==> src/rtl/alu_issue_ctrl_pkg.sv <==
// Shared definitions for the ALU issue controller.
// Holds the ALU op encodings, controller state encodings, the bit
// positions of the {N,Z,C,V} condition flags and the field offsets
// inside the 7-bit ALU_SELECT word {op[2:0], src_a[1:0], src_b[1:0]}.
package alu_issue_ctrl_pkg;

    typedef enum logic [2:0] {
        OP_ADD = 3'd0,
        OP_SUB = 3'd1,
        OP_LSL = 3'd2,
        OP_LSR = 3'd3,
        OP_ASR = 3'd4,
        OP_MUL = 3'd5
    } alu_op_e;

    typedef enum logic [2:0] {
        ST_IDLE  = 3'd0,
        ST_SETUP = 3'd1,
        ST_EXEC  = 3'd2,
        ST_WB    = 3'd3,
        ST_ABORT = 3'd4
    } state_e;

    localparam int unsigned FLAG_N = 3;
    localparam int unsigned FLAG_Z = 2;
    localparam int unsigned FLAG_C = 1;
    localparam int unsigned FLAG_V = 0;

    localparam int unsigned SEL_B_LSB  = 0;
    localparam int unsigned SEL_A_LSB  = 2;
    localparam int unsigned SEL_OP_LSB = 4;
    localparam int unsigned SEL_W      = 7;

    // Opcodes 6 and 7 have no ALU function behind them.
    function automatic logic op_is_legal(input logic [2:0] op);
        return op <= OP_MUL;
    endfunction

endpackage

==> src/rtl/alu_strobe_watchdog.sv <==
// Strobe-wait watchdog for the ALU issue controller.
// Counts cycles spent waiting for SLOW_CLOCK_STRB while in EXEC.
//   clk_i    : system clock
//   rst_i    : synchronous active-high reset
//   clr_i    : synchronous clear (asserted the cycle before EXEC)
//   en_i     : count this cycle (in EXEC with no strobe)
//   expire_o : this is the TMO_MAX-th consecutive cycle without a strobe
module alu_strobe_watchdog #(
    parameter int unsigned TMO_W   = 8,
    parameter int unsigned TMO_MAX = 255
) (
    input  logic clk_i,
    input  logic rst_i,
    input  logic clr_i,
    input  logic en_i,
    output logic expire_o
);

    // Counter holds (EXEC cycle number - 1), so the TMO_MAX-th waiting
    // cycle sees TMO_MAX-1. expire is gated by en_i, so a strobe on that
    // same cycle wins over the timeout.
    localparam logic [TMO_W-1:0] LAST = TMO_W'(TMO_MAX - 1);

    logic [TMO_W-1:0] cnt_q;

    always_ff @(posedge clk_i) begin
        if (rst_i || clr_i) begin
            cnt_q <= '0;
        end else if (en_i) begin
            cnt_q <= cnt_q + 1'b1;
        end
    end

    assign expire_o = en_i && (cnt_q == LAST);

endmodule

==> src/rtl/alu_issue_ctrl.sv <==
// ALU issue controller (initiator side of the SAP CPU ALU interface).
// Accepts one decoded instruction over INSTR_VALID/INSTR_READY, drives
// ALU_SELECT/ALU_EN, waits for SLOW_CLOCK_STRB so the ALU commits its
// flags, then presents result and flags to register-file writeback.
//   CLK, RST            : clock, synchronous active-high reset
//   SLOW_CLOCK_STRB     : one-CLK commit strobe shared with the ALU
//   INSTR_*             : decoded instruction handshake and fields
//   ALU_SELECT, ALU_EN  : ALU operand/op select and flag-update enable
//   ALU_OUT, ALU_COND   : ALU result and condition register {N,Z,C,V}
//   WB_*                : one-cycle writeback pulse, address, data, flags
//   ERR                 : one-cycle pulse on illegal op or strobe timeout
//   BUSY                : controller not in IDLE
module alu_issue_ctrl
    import alu_issue_ctrl_pkg::*;
#(
    parameter int unsigned DATA_W  = 16,
    parameter int unsigned TMO_W   = 8,
    parameter int unsigned TMO_MAX = 255
) (
    input  logic              CLK,
    input  logic              RST,
    input  logic              SLOW_CLOCK_STRB,
    input  logic              INSTR_VALID,
    output logic              INSTR_READY,
    input  logic [2:0]        INSTR_OP,
    input  logic [1:0]        INSTR_SRC_A,
    input  logic [1:0]        INSTR_SRC_B,
    input  logic [1:0]        INSTR_DST,
    input  logic              INSTR_SETFLAGS,
    output logic [SEL_W-1:0]  ALU_SELECT,
    output logic              ALU_EN,
    input  logic [DATA_W-1:0] ALU_OUT,
    input  logic [3:0]        ALU_COND,
    output logic              WB_VALID,
    output logic [1:0]        WB_ADDR,
    output logic [DATA_W-1:0] WB_DATA,
    output logic [3:0]        WB_FLAGS,
    output logic              ERR,
    output logic              BUSY
);

    state_e             state_q;
    logic [SEL_W-1:0]   sel_q;
    logic [1:0]         dst_q;
    logic               setf_q;
    logic               en_q;
    logic               ready_q;
    logic               busy_q;
    logic               wb_valid_q;
    logic [1:0]         wb_addr_q;
    logic [DATA_W-1:0]  wb_data_q;
    logic [3:0]         wb_flags_q;
    logic               err_q;
    logic               wd_expire;

    alu_strobe_watchdog #(
        .TMO_W   (TMO_W),
        .TMO_MAX (TMO_MAX)
    ) u_watchdog (
        .clk_i    (CLK),
        .rst_i    (RST),
        .clr_i    (state_q == ST_SETUP),
        .en_i     ((state_q == ST_EXEC) && !SLOW_CLOCK_STRB),
        .expire_o (wd_expire)
    );

    always_ff @(posedge CLK) begin
        if (RST) begin
            state_q    <= ST_IDLE;
            sel_q      <= '0;
            dst_q      <= '0;
            setf_q     <= 1'b0;
            en_q       <= 1'b0;
            ready_q    <= 1'b1;
            busy_q     <= 1'b0;
            wb_valid_q <= 1'b0;
            wb_addr_q  <= '0;
            wb_data_q  <= '0;
            wb_flags_q <= '0;
            err_q      <= 1'b0;
        end else begin
            wb_valid_q <= 1'b0;
            err_q      <= 1'b0;
            unique case (state_q)
                ST_IDLE: begin
                    if (INSTR_VALID) begin
                        dst_q   <= INSTR_DST;
                        setf_q  <= INSTR_SETFLAGS;
                        ready_q <= 1'b0;
                        busy_q  <= 1'b1;
                        if (op_is_legal(INSTR_OP)) begin
                            sel_q   <= {INSTR_OP, INSTR_SRC_A, INSTR_SRC_B};
                            state_q <= ST_SETUP;
                        end else begin
                            err_q   <= 1'b1;
                            state_q <= ST_ABORT;
                        end
                    end
                end
                ST_SETUP: begin
                    en_q    <= setf_q;
                    state_q <= ST_EXEC;
                end
                ST_EXEC: begin
                    if (SLOW_CLOCK_STRB) begin
                        wb_data_q  <= ALU_OUT;
                        wb_addr_q  <= dst_q;
                        wb_valid_q <= 1'b1;
                        en_q       <= 1'b0;
                        state_q    <= ST_WB;
                    end else if (wd_expire) begin
                        err_q   <= 1'b1;
                        en_q    <= 1'b0;
                        state_q <= ST_ABORT;
                    end
                end
                ST_WB: begin
                    wb_flags_q <= ALU_COND;
                    ready_q    <= 1'b1;
                    busy_q     <= 1'b0;
                    state_q    <= ST_IDLE;
                end
                ST_ABORT: begin
                    ready_q <= 1'b1;
                    busy_q  <= 1'b0;
                    state_q <= ST_IDLE;
                end
                default: begin
                    en_q    <= 1'b0;
                    ready_q <= 1'b1;
                    busy_q  <= 1'b0;
                    state_q <= ST_IDLE;
                end
            endcase
        end
    end

    assign INSTR_READY = ready_q;
    assign ALU_SELECT  = sel_q;
    assign ALU_EN      = en_q;
    assign WB_VALID    = wb_valid_q;
    assign WB_ADDR     = wb_addr_q;
    assign WB_DATA     = wb_data_q;
    assign ERR         = err_q;
    assign BUSY        = busy_q;

    // The ALU commits its flags on the strobe edge, so the post-commit
    // value only exists during the WB cycle. It is passed through while
    // WB_VALID is high and held in wb_flags_q afterwards.
    assign WB_FLAGS = (state_q == ST_WB) ? ALU_COND : wb_flags_q;

endmodule

==> config.mk <==
export PLATFORM = sky130hd
export DESIGN_NAME = alu_issue_ctrl
export DESIGN_NICKNAME = d
export VERILOG_FILES = /design/src/rtl/alu_issue_ctrl_pkg.sv /design/src/rtl/alu_strobe_watchdog.sv /design/src/rtl/alu_issue_ctrl.sv
export SDC_FILE = /design/constraint.sdc
export NUM_CORES = 1
export LEC_CHECK = 0
export ABC_AREA = 1
export CORE_UTILIZATION = 30
export DETAILED_ROUTE_END_ITERATION = 7
export PLACE_DENSITY = 0.56
export SKIP_CTS_REPAIR_TIMING = 1
export SLEW_MARGIN = 10
export SYNTH_ARGS = -nofsm -noshare
export SYNTH_HDL_FRONTEND = slang
export SYNTH_SLANG_ARGS = --single-unit
==> constraint.sdc <==
create_clock -name CLK -period 1.2 [get_ports CLK]
set_clock_uncertainty 0.2 [all_clocks]
set_input_delay 0.24 -clock CLK [delete_from_list [all_inputs] [get_ports CLK]]
set_output_delay 0.24 -clock CLK [all_outputs]
set_load 0.01 [all_outputs]
==> summary.txt <==
Status
  – Status: finished with violations
  – Failing checks: setup timing

Timing
  – Max Clock Freq: roughly 0.56 GHz
  – Final Hold Vio Count: 0
  – Slew Limit Fails: 0
  – Final min period: around 1.8 ns
  – Finish-stage setup viols: 50
  – RSZ-0062 raised after global routing: true
  – Relative slew slack: 0.7893
  – Worst-Margin Slew: around 0.31 ns
  – Final worst slack: -0.5705 ns
  – Final period utilization: 1.475

Yosys
  – Syn avg cell area: between 7 and 8 um2
  – Post-Syn Instances: ~260
  – Number of distinct library cells after synthesis: 23
  – Seq cells post-synth: between 40 and 50
  – Post-synth design cell area: 1941 um2
  – Post-synthesis sequential area ratio: 0.4952
  – Syn. warnings: 0
  – Synth Net Count: approximately 290

Min path
  – HP Class: reg -> reg
  – Hold depth: 2

Clock network
  – Clk pin slew, worst setup/hold paths: roughly 0.080 ns
  – Clk_lat worst skew: around 0.30 ns
  – CTS max path bufs: 2
  – H-tree depth: 2
  – Clock Sinks: between 40 and 50
  – Clock root cell: clkbuf_8
  – Cts bufs inserted: 5
  – CTS tree: yes

Global routing
  – Congestion Overflow GR: 0
  – Antenna violations before repair: 0
  – Largest net degree at the start of global routing: 37
  – Global-route wire length before repair: 7645 um
  – GRT Util Overall: 0.1471
  – Vias in the first global route: about 1800

Critical path
  – Crit-path max FO: 5
  – Critical path class: reg -> out
  – CP startpoint kind: register
  – CP required: roughly 0.76 ns
  – Worst path arrival time: 1.33 ns
  – Worst r2r path cells: 8
  – Critical path endpoint category: primary output

Layout
  – Layout cells sized above 1: 0.4594
  – Layout Nets: 392
  – Register area: ~1000 um2
  – Area taken by multi-input logic gates: around 980 um2
  – Area grow syn2layout: 73.50%
  – Final non-filler cell total: about 430
  – Most frequent cells in the layout: buf_6 (35), inv_1 (34), clkdlybuf4s50_1 (33), dfxtp_2 (31), buf_4 (28)
  – Most common cell after layout, fill and taps aside: buf_6
  – # diodes: 0
  – Design Area, Final: between 3000 and 4000 um2
  – Fillers: just over 600

Routing
  – Post-DRT Antenna Nets: 0
  – Post-Route WL: about 4700 um
  – Drt wl/cell: ~11 um
  – Initial DRC Count: 55
  – Vias per cell: roughly 4.5
  – Drt first pass iters: 5
  – DR vias: 1943
  – DRC viols: 0

Placed design
  – Gpl congestion: about 0.74
  – Dpl cells: 420
  – Port Buffers: 67
  – Area after DPL: 2973 um2
  – DP Wirelength: between 3000 and 4000 um

Die
  – I/O pins: 68
  – Die Y: about 80 um
  – Core Rows: 28
  – Initial Util: 0.3183
  – Core ar.: a little over 6000 um2
  – Die footprint: 6795 um2
  – Die width: roughly 82 um

Power and ir drop
  – Power per cell area: 1270 nW/um2
  – Worst vdd ir: between 0.0008 and 0.0009 V
  – Final total power: around 0.0043 W
  – P_leak: ~1.4 nW

Job
  – Max-cap violations: 0
[stage by stage]
stage	util	setup TNS [ns]	hold WS [ns]	setup slack [ns]
2_1_floorplan	-	-1.636	0.1102	-0.09218
3_3_place_gp	0.4877	-23.98	0.2308	-0.5870
3_5_place_dp	0.4877	-24.37	0.2358	-0.6089
4_1_cts	0.5025	-27.82	0.2491	-0.9038
5_1_grt	0.5523	-19.76	0.2690	-0.6259
6_report	0.5523	-15.53	0.2493	-0.5705
[worst max-delay path, cell delays in order, from the launching register on]
cell	delay (ns)
dfxtp_4	0.36
nand2_4	0.06
nor2_4	0.05
buf_4	0.13
or2_4	0.23
o21ai_4	0.06
inv_2	0.05
buf_6	0.11
[layer usage]
layer	GRT usage	up-vias	share of wire
met4	0.04211	0	0.011
met1	0.1763	876	0.45
met3	0.04505	6	0.055
li1	-	1017	-
met2	0.2521	44	0.48
met5	0	-	0
[state kept, by name, indices dropped and copies added (netlist names), 2 cells and up]
name              cells
WB_DATA              16
u_watchdog.cnt_q      8
ALU_SELECT            7
wb_flags_q            4
state_q               3
WB_ADDR               2
dst_q                 2
[cells by family after synthesis]
family                   after synthesis  share of synthesized area
AND/OR/NAND/NOR                       87                     0.2108
AO/OA/AOI/OAI                         68                     0.1786
flip-flops                            48                     0.4952
adder cells (fa/ha/maj)                2                    0.01289
buffers and inverters                 50                     0.1025
[cell type report]
class / instances / share of cell area
multi-input combinational: 157 / 0.2913
clock buffer: 8 / 0.02676
timing repair buffer: 102 / 0.3066
inverter: 42 / 0.04831
sequential: 48 / 0.2991
tap: 75 / 0.02787
[synth_stat cells (all sizes together)]
library cell,n,area [um2]
nand3,13,75.07
nand2,34,140.1
clkbuf,4,15.01
a21oi,32,160.2
nand4,1,6.260
dfxtp,48,960.9
o21a,1,7.510
o21ai,33,165.2
ha,2,25.02
buf,4,26.27
nor2,32,147.6
nor3,3,15.01
o211ai,1,7.510
or2,4,25.02
inv,42,157.6
a31oi,1,6.260
[final timing paths]
path                    from             to  slack (ns)
hold / removal    WB_ADDR[0]     WB_ADDR[0]        0.25
hold reg to reg   WB_ADDR[0]     WB_ADDR[0]        0.25
setup / recovery  state_q[1]    WB_FLAGS[2]       -0.57
setup reg to reg  state_q[2]  ALU_SELECT[2]       -0.39
[power by group]
| group | total (W) | leakage [nW] | internal [W] | switching (W) |
|---|---|---|---|---|
| clock | 0.000983 | 0.0455 | 0.000471 | 0.000512 |
| sequential | 0.00188 | 0.405 | 0.00178 | 0.000105 |
| combinational | 0.00141 | 0.974 | 0.000769 | 0.000640 |
Power figures use the tool's default switching activity.
